<file path="src/rtl/alu_sequencer_if.sv">
// Command channel between the instruction-decode front end and alu_sequencer.
// The front end is the master (drives the command fields and valid); the
// sequencer is the slave (drives ready). A command transfers on the rising
// clock edge where valid && ready.
interface alu_sequencer_if #(
  parameter int RAW = 3
);
  logic           valid;
  logic           ready;
  logic [4:0]     f;
  logic [RAW-1:0] dst;
  logic [RAW-1:0] src1;
  logic [RAW-1:0] src2;
  logic [15:0]    imm;

  modport master (
    output valid, f, dst, src1, src2, imm,
    input  ready
  );

  modport slave (
    input  valid, f, dst, src1, src2, imm,
    output ready
  );
endinterface

</file>
<file path="src/rtl/alu_sequencer.sv">
// alu_sequencer: single-issue controller in front of a combinational 16-bit ALU.
// Each command reads two operands from an internal register file, presents them
// to the ALU for one cycle (EXEC), captures the result, and writes it back (WB).
// F = 5'b11111 is LOADI: the latched immediate is written back and the flags
// are left untouched. Illegal function codes are rejected with a one-cycle err.
//
// Optional build macro: ALU_SEQ_CMD_FIFO_EN adds a 4-entry command FIFO in
// front of the FSM, so the front end can queue commands while one executes.
module alu_sequencer #(
  parameter int NREGS = 8,
  parameter int RAW   = 3
) (
  input  logic            clk,
  input  logic            rst,
  alu_sequencer_if.slave  cmd,
  output logic [15:0]     alu_a,
  output logic [15:0]     alu_b,
  output logic [4:0]      alu_f,
  output logic            alu_cin,
  input  logic [15:0]     alu_result,
  input  logic [5:0]      alu_status,
  output logic            done,
  output logic            err,
  output logic [15:0]     res_out,
  output logic [5:0]      status,
  input  logic [RAW-1:0]  dbg_addr,
  output logic [15:0]     dbg_data
);

  typedef enum logic [1:0] {
    IDLE = 2'd0,
    EXEC = 2'd1,
    WB   = 2'd2
  } state_t;

  localparam logic [4:0] F_LOADI = 5'b11111;

  // Legal function codes of the ALU plus LOADI; everything else is rejected.
  function automatic logic is_legal(input logic [4:0] f);
    logic ok;
    case (f)
      5'b00001, 5'b00011,
      5'b00100, 5'b00101, 5'b00110, 5'b00111,
      5'b01000, 5'b01001, 5'b01010, 5'b01011,
      5'b10000, 5'b10001, 5'b10010, 5'b10011,
      5'b10100, 5'b10101, 5'b10110, 5'b10111,
      F_LOADI: ok = 1'b1;
      default: ok = 1'b0;
    endcase
    return ok;
  endfunction

  state_t         state_r;
  state_t         state_s;

  logic [15:0]    rf_r [NREGS];

  // Command latched at the issue edge and the value captured at EXEC->WB.
  logic [RAW-1:0] dst_r;
  logic [15:0]    imm_r;
  logic           loadi_r;
  logic [15:0]    cap_val_r;
  logic [5:0]     cap_status_r;

  // Command currently offered to the FSM and whether it is taken this cycle.
  logic           take_s;
  logic [4:0]     iss_f_s;
  logic [RAW-1:0] iss_dst_s;
  logic [RAW-1:0] iss_src1_s;
  logic [RAW-1:0] iss_src2_s;
  logic [15:0]    iss_imm_s;

`ifdef ALU_SEQ_CMD_FIFO_EN
  // Queued command layout: {f, dst, src1, src2, imm}.
  localparam int EW = 5 + 3 * RAW + 16;

  logic [EW-1:0]  fifo_mem_r [4];
  logic [1:0]     wr_ptr_r;
  logic [1:0]     rd_ptr_r;
  logic [2:0]     count_r;
  logic           full_s;
  logic           empty_s;
  logic           push_s;
  logic           pop_s;
  logic [EW-1:0]  head_s;

  assign full_s  = (count_r == 3'd4);
  assign empty_s = (count_r == 3'd0);
  // The FSM pulls the next queued command whenever it is idle.
  assign pop_s   = (state_r == IDLE) && !empty_s;
  // A full queue can still accept when the head leaves in the same cycle.
  assign cmd.ready = !rst && (!full_s || pop_s);
  assign push_s  = cmd.valid && cmd.ready;
  assign head_s  = fifo_mem_r[rd_ptr_r];

  assign take_s     = pop_s;
  assign iss_f_s    = head_s[EW-1 -: 5];
  assign iss_dst_s  = head_s[16 + 3 * RAW - 1 -: RAW];
  assign iss_src1_s = head_s[16 + 2 * RAW - 1 -: RAW];
  assign iss_src2_s = head_s[16 + RAW - 1 -: RAW];
  assign iss_imm_s  = head_s[15:0];

  // Command FIFO storage, pointers and occupancy; reset flushes it.
  always_ff @(posedge clk) begin
    if (rst) begin
      wr_ptr_r <= 2'd0;
      rd_ptr_r <= 2'd0;
      count_r  <= 3'd0;
      for (int i = 0; i < 4; i++) begin
        fifo_mem_r[i] <= {EW{1'b0}};
      end
    end else begin
      if (push_s) begin
        fifo_mem_r[wr_ptr_r] <= {cmd.f, cmd.dst, cmd.src1, cmd.src2, cmd.imm};
        wr_ptr_r             <= wr_ptr_r + 2'd1;
      end
      if (pop_s) begin
        rd_ptr_r <= rd_ptr_r + 2'd1;
      end
      if (push_s && !pop_s) begin
        count_r <= count_r + 3'd1;
      end else if (pop_s && !push_s) begin
        count_r <= count_r - 3'd1;
      end else begin
        count_r <= count_r;
      end
    end
  end
`else
  // Without a queue the FSM takes the command straight off the channel.
  assign cmd.ready  = (state_r == IDLE) && !rst;
  assign take_s     = cmd.valid && (state_r == IDLE);
  assign iss_f_s    = cmd.f;
  assign iss_dst_s  = cmd.dst;
  assign iss_src1_s = cmd.src1;
  assign iss_src2_s = cmd.src2;
  assign iss_imm_s  = cmd.imm;
`endif

  // State register; reset aborts any command in flight.
  always_ff @(posedge clk) begin
    if (rst) begin
      state_r <= IDLE;
    end else begin
      state_r <= state_s;
    end
  end

  // Next state: legal commands run EXEC then WB; illegal ones stay in IDLE.
  always_comb begin
    state_s = state_r;
    case (state_r)
      IDLE: begin
        if (take_s && is_legal(iss_f_s)) begin
          state_s = EXEC;
        end else begin
          state_s = IDLE;
        end
      end
      EXEC:    state_s = WB;
      WB:      state_s = IDLE;
      default: state_s = IDLE;
    endcase
  end

  // Issue, capture and retire: operand drive, result capture, flags and pulses.
  always_ff @(posedge clk) begin
    if (rst) begin
      alu_a        <= 16'h0000;
      alu_b        <= 16'h0000;
      alu_f        <= 5'b00000;
      alu_cin      <= 1'b0;
      dst_r        <= {RAW{1'b0}};
      imm_r        <= 16'h0000;
      loadi_r      <= 1'b0;
      cap_val_r    <= 16'h0000;
      cap_status_r <= 6'b000000;
      done         <= 1'b0;
      err          <= 1'b0;
      res_out      <= 16'h0000;
      status       <= 6'b000000;
    end else begin
      done <= 1'b0;
      err  <= 1'b0;
      // Operands are read only in IDLE, i.e. after the previous write-back,
      // so dst == src of a following command always sees the new value.
      if (take_s) begin
        alu_a   <= rf_r[iss_src1_s];
        alu_b   <= rf_r[iss_src2_s];
        alu_f   <= iss_f_s;
        alu_cin <= status[5];
        dst_r   <= iss_dst_s;
        imm_r   <= iss_imm_s;
        loadi_r <= (iss_f_s == F_LOADI);
        err     <= !is_legal(iss_f_s);
      end
      // The ALU has had the whole EXEC cycle to settle.
      if (state_r == EXEC) begin
        cap_val_r    <= loadi_r ? imm_r : alu_result;
        cap_status_r <= alu_status;
        done         <= 1'b1;
      end
      // LOADI leaves the flags alone so a following ADC still sees the carry.
      if (state_r == WB) begin
        res_out <= cap_val_r;
        if (!loadi_r) begin
          status <= cap_status_r;
        end
      end
    end
  end

  // Register file: single write port, written as WB retires.
  always_ff @(posedge clk) begin
    if (rst) begin
      for (int i = 0; i < NREGS; i++) begin
        rf_r[i] <= 16'h0000;
      end
    end else if (state_r == WB) begin
      rf_r[dst_r] <= cap_val_r;
    end
  end

  assign dbg_data = rf_r[dbg_addr];

endmodule

</file>
<file path="src/flat_wrapper.sv">
// flat-port wrapper written by rule: the top's interface ports become plain ports
module alu_sequencer_flat 
#(
  parameter int NREGS = 8,
  parameter int RAW   = 3
)
  (clk, rst, alu_a, alu_b, alu_f, alu_cin, alu_result, alu_status, done, err, res_out, status, dbg_addr, dbg_data, cmd_valid, cmd_f, cmd_dst, cmd_src1, cmd_src2, cmd_imm, cmd_ready);
  alu_sequencer_if #(.RAW(RAW)) cmd_i ();
  input  logic clk;
  input  logic rst;
  output logic [15:0] alu_a;
  output logic [15:0] alu_b;
  output logic [4:0] alu_f;
  output logic alu_cin;
  input  logic [15:0] alu_result;
  input  logic [5:0] alu_status;
  output logic done;
  output logic err;
  output logic [15:0] res_out;
  output logic [5:0] status;
  input  logic [RAW-1:0] dbg_addr;
  output logic [15:0] dbg_data;
  input wire logic [$bits(cmd_i.valid)-1:0] cmd_valid;
  input wire logic [$bits(cmd_i.f)-1:0] cmd_f;
  input wire logic [$bits(cmd_i.dst)-1:0] cmd_dst;
  input wire logic [$bits(cmd_i.src1)-1:0] cmd_src1;
  input wire logic [$bits(cmd_i.src2)-1:0] cmd_src2;
  input wire logic [$bits(cmd_i.imm)-1:0] cmd_imm;
  output wire logic [$bits(cmd_i.ready)-1:0] cmd_ready;
  assign cmd_i.valid = cmd_valid;
  assign cmd_i.f = cmd_f;
  assign cmd_i.dst = cmd_dst;
  assign cmd_i.src1 = cmd_src1;
  assign cmd_i.src2 = cmd_src2;
  assign cmd_i.imm = cmd_imm;
  assign cmd_ready = cmd_i.ready;
  alu_sequencer #(.NREGS(NREGS), .RAW(RAW)) u_core (.clk(clk), .rst(rst), .cmd(cmd_i), .alu_a(alu_a), .alu_b(alu_b), .alu_f(alu_f), .alu_cin(alu_cin), .alu_result(alu_result), .alu_status(alu_status), .done(done), .err(err), .res_out(res_out), .status(status), .dbg_addr(dbg_addr), .dbg_data(dbg_data));
endmodule
</file>
<file path="config.mk">
export PLATFORM = sky130hd
export DESIGN_NAME = alu_sequencer_flat
export DESIGN_NICKNAME = d
export VERILOG_FILES = /design/src/rtl/alu_sequencer_if.sv /design/src/rtl/alu_sequencer.sv /design/src/flat_wrapper.sv
export SDC_FILE = /design/constraint.sdc
export NUM_CORES = 1
export LEC_CHECK = 0
export CAP_MARGIN = 20
export CORE_MARGIN = 5
export CORE_UTILIZATION = 50
export DETAILED_ROUTE_END_ITERATION = 10
export PLACE_DENSITY = 0.72
export SLEW_MARGIN = 20
export SYNTH_ARGS = -nofsm -noshare
export SYNTH_HDL_FRONTEND = slang
export SYNTH_SLANG_ARGS = --single-unit
</file>
<file path="constraint.sdc">
create_clock -name clk -period 3 [get_ports clk]
set_input_delay 0.9 -clock clk [delete_from_list [all_inputs] [get_ports clk]]
set_output_delay 0.9 -clock clk [all_outputs]
set_load 0.1 [all_outputs]
</file>
Word-level counts from Yosys, hierarchy flattened:

Memory sizes are Yosys's and may differ from the RTL's. A register that Yosys moved wholly into a read port is not among the register bits.
Index checks and enable logic that the tools add are counted.
Widths: inputs -> output; s select.

* flip-flop bits (word level): 74
* bits in writable memories: 128
* ROM bits: 64
* bits of input ports: 58
* output and inout port bits: 79
* logic and storage cells: 44
* memories kept: 3

Memory list
* u_core.rf_r: words 8, width 16, read ports 3, clocked after Yosys merged registers in 2, wr ports 8, RTL line alu_sequencer.sv:56 `logic [15:0] rf_r [NREGS];`
* (no name shown): words 32, width 1, read ports 1, clocked after Yosys merged registers in 0, wr ports 0, RTL line alu_sequencer.sv:41 `case (f)`
* (no name shown): words 32, width 1, read ports 1, clocked after Yosys merged registers in 0, wr ports 0, RTL line alu_sequencer.sv:41

* eq/ne operators: 3
* muxes and demuxes: 15
* bitwise operators: 2
* reductions and logical operators: 9

Operator list (number)
* $mux 16: 2
* $reduce_or 16->1: 1
* $mux 1: 11
* $eq 5x5->1 const B: 1
* $pmux 2 s2: 1
* $logic_and 1x1->1: 3
* $mux 3: 1
* $eq 2x1->1 const B: 1
* $eq 2x2->1 const B: 1
* $logic_not 1->1: 2
* $logic_not 2->1: 1
* $not 1->1: 2
* $reduce_and 2->1: 1
* $reduce_or 2->1: 1

Depth between registers and ports, before layout:

* depth after elaboration: 6
* depth in mapped cells: 6
* mapped depth without buffers: 4

Worst setup path after synthesis:

Ideal clock, no wire load.

* kind: input -> output
* from: input port rst
* to: output port cmd_ready
* data arrival time: 2.975 ns
* required time: 2.100 ns
* path slack: -0.875 ns
* cell stages on the path: 1
* path buffers: 0
* cell sequence: nor3_1

* word-level cells in the longest chain between the ends: 2

RTL lines
* from (decl): RTL line flat_wrapper.sv:10 `input logic rst;`
* $logic_not 1->1: RTL line alu_sequencer.sv:131 `assign cmd.ready = (state_r == IDLE) && !rst;`
* $logic_and 1x1->1: RTL line alu_sequencer.sv:131
* to (decl): RTL line flat_wrapper.sv:29 `output wire logic [$bits(cmd_i.ready)-1:0] cmd_ready;`

Every way passes these cells.

Final worst setup path:

* from: input port dbg_addr[0]
* to: output port dbg_data[7]

* word-level cells in the longest chain between the ends: 1

RTL lines
* from (decl): RTL line flat_wrapper.sv:21 `input logic [RAW-1:0] dbg_addr;`
* $mem_v2 8x16
* to (decl): RTL line flat_wrapper.sv:22 `output logic [15:0] dbg_data;`

Every way passes these cells.

==> flow_summary.yaml <==
status:
  outcome: "finished, violations left"
  failed_checks: "negative setup slack"
yosys:
  synth_fp_nets: 1093
  syn_area_sq_mm: 0.01161
  yosysWarnings: 0
  synth_edf_count: 128
  ys_seq_elements: 233
  async_reset_ff_frac: 0
  ys.flop_type: "edfxtp_1"
  synth_cell_types: 28
  seq_area_frac_synth: 0.5123
  syn_area_per_cell_sq_um: 11.21
  synthCells: 1035
setup_path:
  cp-start-kind: "input port"
  crit_top_cell: "buf_12"
  crit_slowest_cell: "mux4_2"
  crit_required_ns: 2.10
  arrival_ns: 2.16
  critPathMaxFanout: 8
  path_cells: "buf_12 -> buf_12 -> mux4_2 -> mux2_4 -> buf_12"
  endpoint_kind: "primary output"
  cp_slowest_stage_delay_ns: 0.49
  path_class: "in2out"
floorplan:
  initial_core_util: 0.5095
  num_io_pins: 137
  fp.dieH_um: 162.4
  die_x_um: 162.4
  rows: 55
  die_area_sq_mm: 0.02636
  fp.coreArea_sq_mm: 0.02278
final_layout:
  layout_common_cells: "mux2i_1 (145), and2_1 (130), edfxtp_1 (128)"
  final_common_cell: "mux2i_1"
  fin_nets: 1225
  drive_above_1_share: 0.2022
  final_area_sq_mm: 0.01453
  utilization: 0.6381
  syn_to_final_growth_pct: 25.23
  num_antenna_cells: 0
  finalNonFillerCells: 1500
  fill_cells: 1809
sta:
  setup_viol: 15
  max_slew_margin: 0.3099
  holdWs_ns: 0.4504
  skew_ns: 0.01494
  final_max_slew_viol_count: 0
  rsz0062_at_grt: "yes"
  period_needed_ns: 3.061
  setup_ws_ns: -0.06065
  finalHoldViolations: 0
  period_share: 1.020
  fmax_mhz: 326.7
  fin_setup_tns_ns: -0.6397
  tightest_slew_ns: 1.035
clocking:
  cts_tree: "done"
  cts_hold_buf: 0
  cts_num_sinks: 233
  cts_buffers: 26
  clk_pin_slew_worst_paths_ns: 0.06
  htreeDepth: 1
  postCtsSetupBuffers: 0
  clkLatencyLatePin_ns: 0.54
  clock_path_buffers: 3
  clockRootBuffer: "clkbuf_16"
global_route:
  grt_antenna_before_repair: 0
  grt.overflow.total: 0
  grt_max_degree: 98
  grt_pass1_vias: 8530
  track_usage: 0.2456
  grt_pass1_wl_um: 50310
power_and_ir_drop:
  switching_power_mw: 2.454
  power_density_mw_per_mm2: 565.8
  p_leak_nw: 5.717
  p_int_mw: 5.769
  power.total_mw: 8.223
  pwr-share-comb: 0.195
  seqPwrFrac: 0.443
  p_sw_frac: 0.2984
  p_clk_frac: 0.361
  ir_drop_uv: 466.5
flow_run:
  drv_cap: 0
routing:
  vias_per_cell: 5.735
  drtAntennaViolNets: 0
  drt_pre_antenna_iters: 6
  wirelength_um: 32530
  drc: 0
  wire_per_inst_um: 21.69
  drt_iter0_drc: 726
  vias: 8602
placed_design:
  dpl_worst_slack_ns: -0.3779
  dp_hpwl_um: 20620
  dpl_cell_area_sq_mm: 0.01355
  dpl.cell_count: 1447
  port_buffers: 136
  place_congestion: 0.8634
min_path:
  holdCritPathClass: "reg2reg"
-- layer usage --
layer / share of wire / vias up / track usage
met2: 0.46 / 443 / 0.3945
met4: 0.031 / 0 / 0.07305
met1: 0.41 / 4070 / 0.3339
li1: - / 4021 / -
met3: 0.098 / 68 / 0.05847
met5: 0 / - / 0
-- cell type report --
| cell class | instances | area [sq um] | area share |
|---|---|---|---|
| Clock buffer | 31 | 669.4 | 0.04606 |
| Clock inverter | 17 | 123.9 | 0.008523 |
| Multi-Input combinational cell | 722 | 5350 | 0.3681 |
| Sequential cell | 233 | 5946 | 0.4091 |
| Tap cell | 313 | 391.6 | 0.02695 |
| Timing Repair Buffer | 184 | 2053 | 0.1413 |
-- cell families (layout without fill, tap and decap cells) --
logic type             Yosys count  in the layout  synth area share
AO/OA/AOI/OAI                  173            173           0.09185
buffers and inverters           80            232           0.03288
flip-flops                     233            233            0.5123
multiplexers                   193            193            0.2027
AND/OR/NAND/NOR                356            356            0.1603
-- cells in the mapped netlist, drive strengths merged (8+ instances only) --
cell    count  area (sq um)
mux2i     145          1451
and2      131         819.5
edfxtp    128          3844
dfxtp     105          2102
nand2     102         382.9
a21oi      86         430.4
a22oi      64         480.5
nor2       63         281.5
buf        42         237.7
clkbuf     38         143.9
nor3       36         202.7
mux4       32         720.7
a211oi     16         120.1
mux2       16         180.2
or2         8         50.05
-- sequential cells by signal (all words and copies together) (netlist names) --
name and count:
u_core.res_out 16, u_core.state_r 1, u_core.dst_r 3, u_core.loadi_r 1, u_core.cap_status_r 6, u_core.alu_f 5, u_core.alu_b 16, u_core.done 1
u_core.alu_a 16, u_core.rf_r 128, u_core.status 6, u_core.cap_val_r 16, u_core.err 1, u_core.alu_cin 1, u_core.imm_r 16
-- path summary, 6_finish.rpt --
path	start	end	slack (ns)	cells past startpoint
max	dbg_addr[0]	dbg_data[7]	-0.06	5
min	u_core.cap_status_r[3]	u_core.status[3]	0.45	2
max reg2reg	u_core.done	u_core.rf_r[2][8]	0.59	5
min reg2reg	u_core.cap_status_r[3]	u_core.status[3]	0.45	2
-- power groups by stage --
stage | Combinational (mW) | Sequential (mW) | Clock (mW)
finish | 1.61 | 3.65 | 2.97
global route | 1.68 | 3.67 | 3.16
CTS | 1.61 | 3.64 | 3.02
detailed placement | 1.56 | 3.71 | 0
global placement | 1.54 | 3.71 | 0
floorplan | 0.726 | 4.02 | 0
-- repair_timing --
item	4_1_cts	5_1_grt
gates cloned	5	0
hold endpoints to repair	0	0
endpoints found under the setup margin	16	16
resized for setup	31	0
-- worst max-delay path: cells and delay by family --
kind | cells | cell delay [ns]
muxes | 2 | 0.80
buffers and inverters | 3 | 0.44
Power figures use the tool's default switching activity.
